$ cat src/rtl/io_int_sched.sv
// io_int_sched: interrupt scheduler for the Pacoblaze I/O subsystem.
// Collects rising-edge requests from up to 8 peripheral sources and presents
// one at a time on the interrupt/interrupt_ack handshake. The mask, pending,
// vector and end-of-interrupt registers are visible as I/O ports.
//
// Optional build macro IO_INT_SCHED_RR_EN selects round-robin arbitration
// (search starts one past the last granted source). Without it, the lowest
// index wins and no last-granted register exists.
module io_int_sched #(
  parameter int         N_SRC     = 4,
  parameter logic [7:0] ADDR_MASK = 8'h10,
  parameter logic [7:0] ADDR_PEND = 8'h11,
  parameter logic [7:0] ADDR_VEC  = 8'h12,
  parameter logic [7:0] ADDR_EOI  = 8'h13
) (
  input  logic             i_clk,
  input  logic             i_rst_n,
  input  logic [7:0]       i_port_id,
  input  logic [7:0]       i_port_in,
  input  logic             i_wen,
  input  logic             i_ren,
  output logic [7:0]       o_port_out,
  input  logic [N_SRC-1:0] i_src_req,
  output logic [N_SRC-1:0] o_src_ack,
  output logic             o_interrupt,
  input  logic             i_interrupt_ack
);

  localparam logic [1:0] S_IDLE    = 2'd0;
  localparam logic [1:0] S_REQ     = 2'd1;
  localparam logic [1:0] S_SERVICE = 2'd2;

  logic [1:0]       r_state;
  logic [2:0]       r_id;
  logic [N_SRC-1:0] r_mask;
  logic [N_SRC-1:0] r_pend;
  logic [N_SRC-1:0] r_req_d;
  logic [N_SRC-1:0] r_src_ack;

  logic             w_wr_mask;
  logic             w_wr_pend;
  logic             w_eoi;
  logic             w_grant;
  logic             w_busy;
  logic [N_SRC-1:0] w_set;
  logic [N_SRC-1:0] w_cand;
  logic [N_SRC-1:0] w_id_onehot;
  logic [N_SRC-1:0] w_pend_next;
  logic [2:0]       w_win_id;
  logic [7:0]       w_rdata;
  logic             w_unused;

  // Reads have no side effects, so the read strobe carries no information here.
  assign w_unused = ^{i_ren, i_port_in};

  assign w_wr_mask = i_wen && (i_port_id == ADDR_MASK);
  assign w_wr_pend = i_wen && (i_port_id == ADDR_PEND);
  assign w_eoi     = i_wen && (i_port_id == ADDR_EOI) && (r_state == S_SERVICE);
  assign w_grant   = (r_state == S_REQ) && i_interrupt_ack;
  assign w_busy    = (r_state == S_SERVICE);

  assign w_set  = i_src_req & ~r_req_d;
  assign w_cand = r_pend & r_mask;

  assign o_interrupt = (r_state == S_REQ);
  assign o_src_ack   = r_src_ack;
  assign o_port_out  = w_rdata;

  // Decode the latched id into a per-source select for pend clearing and acks.
  always_comb begin
    w_id_onehot = '0;
    for (int i = 0; i < N_SRC; i++) begin
      w_id_onehot[i] = (r_id == 3'(i));
    end
  end

  // Next pending value: W1C and grant clear first, then new edges set, so a set always wins.
  always_comb begin
    w_pend_next = r_pend;
    if (w_wr_pend) begin
      w_pend_next = w_pend_next & ~i_port_in[N_SRC-1:0];
    end
    if (w_grant) begin
      w_pend_next = w_pend_next & ~w_id_onehot;
    end
    w_pend_next = w_pend_next | w_set;
  end

`ifdef IO_INT_SCHED_RR_EN
  logic [2:0] r_last;
  logic [2:0] w_start;
  logic       w_hi_found;
  logic [2:0] w_hi_id;
  logic [2:0] w_lo_id;

  assign w_start = (r_last == 3'(N_SRC - 1)) ? 3'd0 : (r_last + 3'd1);

  // Round-robin: lowest candidate at or above the start point, else lowest below it.
  always_comb begin
    w_hi_found = 1'b0;
    w_hi_id    = 3'd0;
    w_lo_id    = 3'd0;
    for (int i = N_SRC - 1; i >= 0; i--) begin
      if (w_cand[i]) begin
        if (3'(i) >= w_start) begin
          w_hi_found = 1'b1;
          w_hi_id    = 3'(i);
        end else begin
          w_lo_id = 3'(i);
        end
      end
    end
    w_win_id = w_hi_found ? w_hi_id : w_lo_id;
  end

  // Remember the most recently acknowledged source to rotate the search start.
  always_ff @(posedge i_clk or negedge i_rst_n) begin
    if (!i_rst_n) begin
      r_last <= 3'(N_SRC - 1);
    end else if (w_grant) begin
      r_last <= r_id;
    end
  end
`else
  // Fixed priority: scanning downward leaves the lowest active index as winner.
  always_comb begin
    w_win_id = 3'd0;
    for (int i = N_SRC - 1; i >= 0; i--) begin
      if (w_cand[i]) begin
        w_win_id = 3'(i);
      end
    end
  end
`endif

  // Request edge detection and the mask/pending registers.
  always_ff @(posedge i_clk or negedge i_rst_n) begin
    if (!i_rst_n) begin
      r_req_d <= '0;
      r_mask  <= '0;
      r_pend  <= '0;
    end else begin
      r_req_d <= i_src_req;
      r_pend  <= w_pend_next;
      if (w_wr_mask) begin
        r_mask <= i_port_in[N_SRC-1:0];
      end
    end
  end

  // Handshake FSM; the id is latched once in IDLE and held until the next IDLE.
  always_ff @(posedge i_clk or negedge i_rst_n) begin
    if (!i_rst_n) begin
      r_state <= S_IDLE;
      r_id    <= 3'd0;
    end else begin
      case (r_state)
        S_IDLE: begin
          if (w_cand != '0) begin
            r_id    <= w_win_id;
            r_state <= S_REQ;
          end
        end
        S_REQ: begin
          if (i_interrupt_ack) begin
            r_state <= S_SERVICE;
          end
        end
        S_SERVICE: begin
          if (w_eoi) begin
            r_state <= S_IDLE;
          end
        end
        default: r_state <= S_IDLE;
      endcase
    end
  end

  // One-cycle acknowledge pulse back to the source being serviced.
  always_ff @(posedge i_clk or negedge i_rst_n) begin
    if (!i_rst_n) begin
      r_src_ack <= '0;
    end else begin
      r_src_ack <= w_grant ? w_id_onehot : '0;
    end
  end

  // Read mux; unaddressed ports and the write-only EOI port read as zero.
  always_comb begin
    w_rdata = 8'h00;
    case (i_port_id)
      ADDR_MASK: w_rdata = 8'(r_mask);
      ADDR_PEND: w_rdata = 8'(r_pend);
      ADDR_VEC:  w_rdata = {w_busy, 4'b0000, r_id};
      default:   w_rdata = 8'h00;
    endcase
  end

endmodule

$ cat config.mk
export PLATFORM = sky130hd
export DESIGN_NAME = io_int_sched
export DESIGN_NICKNAME = d
export VERILOG_FILES = /design/src/rtl/io_int_sched.sv
export SDC_FILE = /design/constraint.sdc
export NUM_CORES = 1
export LEC_CHECK = 0
export CORE_AREA = 2 2 49 51
export CTS_BUF_LIST = sky130_fd_sc_hd__clkbuf_4
export DETAILED_ROUTE_END_ITERATION = 8
export DIE_AREA = 0 0 51 53
export PLACE_DENSITY = 0.81
export SLEW_MARGIN = 20
export SYNTH_ARGS = -nofsm -noshare
export SYNTH_HDL_FRONTEND = slang
export SYNTH_SLANG_ARGS = --single-unit
$ cat constraint.sdc
create_clock -name i_clk -period 4.9 [get_ports i_clk]
set_clock_uncertainty 0.15 [all_clocks]
set_input_delay 0.98 -clock i_clk [delete_from_list [all_inputs] [get_ports i_clk]]
set_output_delay 0.98 -clock i_clk [all_outputs]
set_load 0.01 [all_outputs]
==> flow_summary.yaml, run 1 <==
critical_path:
  critPathMaxFanout: 4
  cp-start-kind: "input port"
  crit_arrival_ns: 3.14
  slowest_delay_ns: 0.58
  reg2regPathDepth: 4
  crit_type: "input port to output port"
  cp_num_buf_inv: 2
  crit_required_ns: 3.77
  endpoint_kind: "output port"
  crit_family: "simple AND/OR/NAND/NOR gates"
  crit_cells: 5
  path_cells: "clkdlybuf4s50_1, or4b_4, or3_4, nor4b_2, clkdlybuf4s50_1"
  slowest_stage: "or4b_4"
  cpMostUsedCell: "clkdlybuf4s50_1"
  timing.rr.start: "r_mask[0]"
  crit_start: "i_port_id[5]"
yosys:
  synthTopCellsByArea: "dfrtp_1 52%, mux2_2 5.9%, nor2_1 4.3%"
  synth_largest_area_cell: "dfrtp_1"
  ys.flop_type: "dfrtp_1"
  netlist_instances: 91
  synth_seq_cells: 20
  synth_edf_count: 0
  ys_seq_area_share_pct: 52.5
  yosysUniqueCellTypes: 30
  synth.top_cell.area_share_pct: 52.5
  syn_avg_cell_area_um2: 10.5
  ys_async_sr_fraction_pct: 100
  synth-warning-count: 0
  synth_area_um2: 953
place:
  io_buffers: 29
  gp_congestion: 0.797
  pre_cts_slack_ns: 0.625
  post_dp_cell_area_um2: 1260
  dp_cells: 146
  dp_hpwl_um: 1550
clock_network:
  cts_root_buf: "clkbuf_4"
  cts_buffer_depth: 2
  cts_resized: 0
  numCtsBuffers: 3
  holdBufCountCts: 0
  tritoncts: "yes"
  cts.repair_timing.setup_buffer_count: 0
  cts_num_sinks: 20
  path_clk_slew_ns: 0.11
  cts-htree-levels: 1
  clkLatencyLatePin_ns: 0.30
floorplanning:
  coreArea_um2: 2150
  dieArea_um2: 2700
  die_y_um: 53
  rows: 17
  initial_core_util_pct: 44.4
  ios: 38
  die_x_um: 51
final_layout:
  areaGrowthSynthToFinish_pct: 37.7
  final_cell_mix: "29 x clkdlybuf4s50_1, 20 x dfrtp_1, 11 x nor2_1, 7 x inv_1"
  drive_gt1_share_pct: 11.5
  antenna_cells: 0
  fin_util_pct: 61.1
  final_area_um2: 1310
  final_common_cell: "clkdlybuf4s50_1"
  num-nets-final: 148
  stdcell_count: 150
sta:
  slew_violations: 0
  setup_ws_ns: 0.632
  final.setup.tns_ns: 0
  fmax_mhz: 234
  post-route-min-period_ns: 4.27
  finalSetupViolations: 0
  finalCritPeriodShare_pct: 87.1
  holdWs_ns: 0.288
  rsz0062_at_grt: "no"
  hold_viol: 0
  slew_headroom_pct: 43.7
  worst_pin_slew_ns: 0.842
power:
  power.density_nw_per_um2: 329
  total_power_uw: 432
  leakage_nw: 0.583
  vdd_ir_drop_max_v: 0.000177
min_path:
  min_path_type: "flip-flop to flip-flop"
  hold_depth: 1
  hp-start: "r_req_d[0]"
routing:
  drc_errors: 0
  drtAntennaViolNets: 0
  routed-via-count: 781
  wire_per_inst_um: 13.1
  dr.pass1.iters: 4
  drt_iter0_drc: 13
  via_per_inst: 5.21
  wirelength_um: 1970
run_status:
  status: "completed"
global_routing:
  track_usage_pct: 16.7
  antenna_found_initial: 0
  grt_pass1_vias: 759
  grt_pass1_wl_um: 3300
  grt-ovfl-total: 0
  grt_max_degree: 21
run:
  cap_violations: 0
## cells in the mapped netlist, types with 3 or more instances
library cell  instances
dfrtp_1              20
nor2_1               11
inv_1                 7
mux2_2                5
nand2_1               5
mux2i_1               4
nor3_1                4
o21ai_0               4
a21oi_1               3
and3_1                3
buf_4                 3
## layer usage
layer	part of all wire, %	GRT usage, %
met5	0	0
met4	2.3	9.46
met3	6.8	3.95
met2	51	29.4
met1	40	18.3
## worst register-to-register path: cells and delay by family (launching register included)
kind	cells	cell delay (ns)
simple gates	2	0.23
mux	1	0.35
compound gates	1	0.20
flops	1	0.43
## flip-flops by register name (all words and copies together), names as in the netlist
signal     count
r_mask         4
r_state        2
r_req_d        4
r_id           2
o_src_ack      4
r_pend         4
## layout make-up
| class | count | area [µm²] |
|---|---|---|
| Clock buffer | 3 | 22.5 |
| Multi-Input combinational cell | 62 | 408 |
| Clock inverter | 1 | 30.0 |
| Sequential cell | 20 | 500 |
| Tap cell | 28 | 35.0 |
| Fill cell | 177 | 836 |
| Timing Repair Buffer | 29 | 290 |
| Inverter | 7 | 26.3 |
## worst paths after layout
| check | endpoint | slack (ns) |
|---|---|---|
| setup / recovery | o_port_out[7] | 0.63 |
| hold / removal | r_pend[0] | 0.29 |
| setup reg to reg | r_id[0] | 3.44 |
| hold reg to reg | r_pend[0] | 0.29 |
| max in group asynchronous | r_mask[1] | 3.09 |
| min in group asynchronous | o_src_ack[3] | 1.00 |
## power by group
group	total [mW]	leakage, nW	internal, mW	switching, mW
Combinational	0.0823	0.310	0.0454	0.0369
Sequential	0.215	0.245	0.188	0.0276
Clock	0.134	0.0279	0.0827	0.0515
Total	0.432	0.583	0.316	0.116
## cells by family after synthesis
family	Yosys count	synth area share, %
buffers and inverters	11	5.51
AOI/OAI and AO/OA	14	9.45
DFF	20	52.5
other	1	0.393
and+or+nand+nor	36	22.0
muxes	9	10.1
(Power assumes the default switching activity.)
==> inputs of run 2 (changes only) <==
SKIP_LAST_GASP = 1   (was default)
==> results of run 2 <==
The final DEF is identical to that of run 1; final timing and power are the same.
==> inputs of run 3 (changes only) <==
GPL_TIMING_DRIVEN = 0   (was default)
TNS_END_PERCENT = 50   (was default)
==> flow_summary.yaml, run 3 (synthesis gave the netlist of run 1 again) <==
floorplanning:
  initial_core_util_pct: 44.4
  coreArea_um2: 2150
  ios: 38
  rows: 17
  dieArea_um2: 2700
  die_x_um: 51
  die_y_um: 53
clock_network:
  numCtsBuffers: 3
  cts.repair_timing.setup_buffer_count: 0
  holdBufCountCts: 0
  cts-htree-levels: 1
  cts_buffer_depth: 2
  clkLatencyLatePin_ns: 0.29
  cts_root_buf: "clkbuf_4"
  path_clk_slew_ns: 0.11
  cts_resized: 0
  tritoncts: "yes"
  cts_num_sinks: 20
final_layout:
  final_cell_mix: "28 x clkdlybuf4s50_1, 20 x dfrtp_1, 11 x nor2_1, 7 x inv_1"
  drive_gt1_share_pct: 12.9
  fin_util_pct: 60.5
  antenna_cells: 0
  areaGrowthSynthToFinish_pct: 36.2
  num-nets-final: 151
  final_area_um2: 1300
  final_common_cell: "clkdlybuf4s50_1"
place:
  io_buffers: 28
  dp_hpwl_um: 1580
  gp_congestion: 0.779
  post_dp_cell_area_um2: 1280
routing:
  via_per_inst: 5.09
  wirelength_um: 1980
  dr.pass1.iters: 4
  drt_iter0_drc: 27
  drtAntennaViolNets: 0
  drc_errors: 0
  wire_per_inst_um: 13.0
  routed-via-count: 773
min_path:
  hold_end: "r_pend[3]"
  min_path_type: "flip-flop to flip-flop"
  hold_depth: 1
  hp-start: "r_req_d[3]"
critical_path:
  slowest_delay_ns: 0.58
  cp-start-kind: "input port"
  timing.rr.end: "r_id[0]"
  path_cells: "clkdlybuf4s50_1, or4b_4, or3_4, nor4b_2, clkdlybuf4s50_1"
  critPathMaxFanout: 4
  endpoint_kind: "output port"
  crit_arrival_ns: 3.16
  r2r_setup_slack_ns: 3.46
  reg2regPathDepth: 4
  slowest_stage: "or4b_4"
  crit_required_ns: 3.77
  cpMostUsedCell: "clkdlybuf4s50_1"
  timing.rr.start: "r_mask[0]"
  crit_type: "input port to output port"
  cp_num_buf_inv: 2
  crit_family: "simple AND/OR/NAND/NOR gates"
sta:
  slew_violations: 0
  finalCritPeriodShare_pct: 87.5
  fmax_mhz: 233
  slew_headroom_pct: 42.3
  final.setup.tns_ns: 0
  hold_viol: 0
  rsz0062_at_grt: "no"
  finalSetupViolations: 0
  worst_pin_slew_ns: 0.862
  post-route-min-period_ns: 4.29
global_routing:
  track_usage_pct: 17.1
  antenna_found_initial: 0
  grt_max_degree: 21
  busiest_layer: "met2"
  grt_pass1_wl_um: 3240
  use_met3_pct: 3.11
  grt_pass1_vias: 745
  grt-ovfl-total: 0
  grt_use_met1_pct: 19.9
  grtUsageMet2_pct: 28.8
power:
  total_power_uw: 374
  power.density_nw_per_um2: 288
  leakage_nw: 0.582
  vdd_ir_drop_max_v: 0.000181
run_status:
  status: "completed"
run:
  cap_violations: 0
run 3: cell count changes in the layout (fill, tap and decap cells not counted):
cell             change
clkbuf_1             +1
bufinv_16            -1
buf_4                +3
clkdlybuf4s50_1      -1
run 3: worst max path at each step:
stage / from / endpoint / slack (ns) / cells past startpoint
after floorplan: i_port_id[5] / o_port_out[7] / 1.52 / 3
after global placement: i_port_id[5] / o_port_out[7] / 0.63 / 5
after detailed placement: i_port_id[5] / o_port_out[7] / 0.60 / 5
after CTS: i_port_id[5] / o_port_out[7] / 0.60 / 5
after global routing: i_port_id[5] / o_port_out[7] / 0.55 / 5
final: i_port_id[5] / o_port_out[7] / 0.61 / 5
run 3: layer usage:
layer	wire length [µm]	share of wire, %
met1	845	43
met2	1000	50
met3	118	6.0
met4	18	0.91
met5	0	0
run 3: cell type report:
type | instances | area, µm²
multi-input cells | 62 | 408
well taps | 28 | 35.0
fillers | 187 | 850
inverters | 7 | 26.3
repair buffers | 28 | 280
flip-flops and latches | 20 | 500
plain buffers | 4 | 26.3
clock buffers | 3 | 22.5
run 3: per-stage QoR:
step	cells	hold slack, ns	setup slack, ns
global route	152	0.294	0.546
global placement	149	0.259	0.631
finish	152	0.283	0.614
CTS	152	0.285	0.600
floorplan	93	0.252	1.52
detailed placement	149	0.270	0.603
run 3: report_power, final:
group	switching, mW	internal, mW
Clock	0.0469	0.0286
Sequential	0.0276	0.188
Combinational	0.0369	0.0465
Total	0.111	0.263
==> RTL edit, RTL diff (flow settings as in run 2) <==
`N_SRC`: 4 -> 5.
--- a/src/rtl/io_int_sched.sv
+++ b/src/rtl/io_int_sched.sv
@@ -7,7 +7,7 @@
 // (search starts one past the last granted source). Without it, the lowest
 // index wins and no last-granted register exists.
 module io_int_sched #(
-  parameter int         N_SRC     = 4,
+  parameter int         N_SRC     = 5,
   parameter logic [7:0] ADDR_MASK = 8'h10,
   parameter logic [7:0] ADDR_PEND = 8'h11,
   parameter logic [7:0] ADDR_VEC  = 8'h12,
Ports: changed (resized i_src_req and o_src_ack); port bits go from 38 to 40. The function was not compared with the original's and may differ.
==> RTL edit against run 2 <==
Largest cell class unchanged. Clock power shrank 31%. Global-route usage increased by 6.3 points. Setup slack improved by 300 ps. Critical path depth up 1. Critical endpoint unchanged. Synthesized area up 27%. Register-to-register slack lost 210 ps. Wire length grew 39%. Largest power group unchanged. Cell area grew 21%. Total power rose by 16%. Sequential cell count grew 5.
==> RTL edit: results (changes against run 2) <==
** Critical path
- Family of cells with the greatest summed delay on the critical path :: buffers and inverters (was simple AND/OR/NAND/NOR gates)
- The arrival time at the worst endpoint is 2840 ps (was 3140 ps).
- The standard cell with the maximum stage delay on the critical path is sky130_fd_sc_hd__clkdlybuf4s50_1 (was sky130_fd_sc_hd__or4b_4).
- The register-to-register path setup slack was 3230 ps (was 3440 ps).
- Depth of the worst register-to-register path :: 3 (was 4)
- The worst reg2reg path endpoint was r_pend[3] (was r_id[0]).
- The source of the worst register-to-register timing path is r_state[1] (was r_mask[0]).
- The highest cell delay on the worst timing path came to 530 ps (was 580 ps).

** Placed design
- Placer congestion estimate :: 0.874 (was 0.797)
- The number of I/O port buffers was 33 (was 29).
- Detail Placement HPWL :: 2.19 mm (was 1.55 mm)

** Pwr
- The highest ir drop seen on vdd is 0.000213 V (was 0.000177 V).
- The net load switching power is 0.162 mW (was 0.116 mW).

** STA
- Slew margin rel. :: 62.8% (was 43.7%)

** Hold path
- Min-Delay Startpoint :: r_req_d[1] (was r_req_d[0])
- Worst min-delay path endpoint :: r_pend[1] (was r_pend[0])

** Global route
- Met2 capacity usage during global routing :: 43.9% (was 29.4%)
- Total GRT Usage :: 23.0% (was 16.7%)
- Number of global-route vias before repair :: 1021 (was 759)
- The maximum number of pins on one net before global-route repair came to 26 (was 21).
- The wire length of the first global-routing pass was 4.51 mm (was 3.30 mm).
- The global routing usage on met3 came to 4.24% (was 3.95%).

** Synthesis
- Cell types occupying the most area after synthesis: sky130_fd_sc_hd__dfrtp_1 (52%), sky130_fd_sc_hd__mux2i_1 (4.1%), sky130_fd_sc_hd__nand4_1 (4.1%), sky130_fd_sc_hd__inv_1 (3.7%), sky130_fd_sc_hd__a32o_1 (3.3%) (was sky130_fd_sc_hd__dfrtp_1 (52%), sky130_fd_sc_hd__mux2_2 (5.9%), sky130_fd_sc_hd__nor2_1 (4.3%), sky130_fd_sc_hd__mux2i_1 (4.2%), sky130_fd_sc_hd__inv_1 (2.8%)).
- Part of the Yosys area used for sequential elements :: 51.8% (was 52.5%)
- Most instantiated cells after synthesis :: sky130_fd_sc_hd__dfrtp_1 (25), sky130_fd_sc_hd__inv_1 (12), sky130_fd_sc_hd__nand4_1 (8), sky130_fd_sc_hd__nor2_1 (8), sky130_fd_sc_hd__nand2_1 (6) (was sky130_fd_sc_hd__dfrtp_1 (20), sky130_fd_sc_hd__nor2_1 (11), sky130_fd_sc_hd__inv_1 (7))

** Drt
- The total length of routed wires is 2.74 mm (was 1.97 mm).
- The initial DRC count is 16 (was 13).
- Total via count in the routed design :: 965 (was 781)

** Final layout
- Layout cell share with drive strength beyond 1 :: 9.86% (was 11.5%)

** Run status
- Outcome :: finished, final reports clean (unchanged)
[RTL edit: cell families (layout without fill, tap and decap cells)]
kind of cell	Yosys count	count (layout)	share of synthesized area, %
multiplexers	10	10	8.81
flip-flops	25	25	51.8
other	1	2	0.311
buffers and inverters	16	50	5.70
AO/OA/AOI/OAI	19	19	13.1
AND/OR/NAND/NOR	36	36	20.3
[RTL edit: final cells by class]
type                    instances  area (um^2)  area share [%]
clock buffers                   3         22.5            1.42
clock inverters                 1         5.00           0.316
inverters                      12         45.0            2.85
multi-input cells              67          517            32.6
flip-flops and latches         25          626            39.5
well taps                      28         35.0            2.21
repair buffers                 34          333            21.0
[RTL edit: metrics by stage]
step / cells / hold WS (ps) / instance area (um^2) / setup slack [ps] / utilization (%)
floorplan: 108 / 252 / 1210 / 1820 / -
detailed placement: 166 / 267 / 1560 / 937 / 72.6
CTS: 170 / 286 / 1590 / 938 / 73.9
global route: 170 / 302 / 1580 / 855 / 73.7
global placement: 166 / 259 / 1560 / 957 / 72.6
finish: 170 / 289 / 1580 / 930 / 73.7
[RTL edit: how the worst max path moves through the flow]
| stage | from | endpoint | slack, ps | depth (start not counted) |
|---|---|---|---|---|
| after detailed placement | i_port_id[5] | o_port_out[7] | 940 | 6 |
| after global routing | i_port_id[1] | o_port_out[4] | 850 | 5 |
| after floorplan | i_port_id[5] | o_port_out[7] | 1820 | 3 |
| final | i_port_id[5] | o_port_out[7] | 930 | 6 |
| after global placement | i_port_id[5] | o_port_out[7] | 960 | 6 |
| after CTS | i_port_id[5] | o_port_out[7] | 940 | 6 |
[RTL edit: power groups by stage]
stage / Combinational [mW] / Clock (mW) / Sequential, mW
finish: 0.134 / 0.0921 / 0.275
global route: 0.147 / 0.102 / 0.280
CTS: 0.136 / 0.0943 / 0.273
detailed placement: 0.135 / 0 / 0.277
global placement: 0.128 / 0 / 0.274
floorplan: 0.0828 / 0 / 0.267
[RTL edit: layer usage]
metal  share of wire [%]  wire length (um)  vias up
li1                    -                 -      458
met1                  40              1110      480
met2                  56              1530       25
met3                 3.2                89        2
met4                0.62                17        0
met5                   0                 0        -
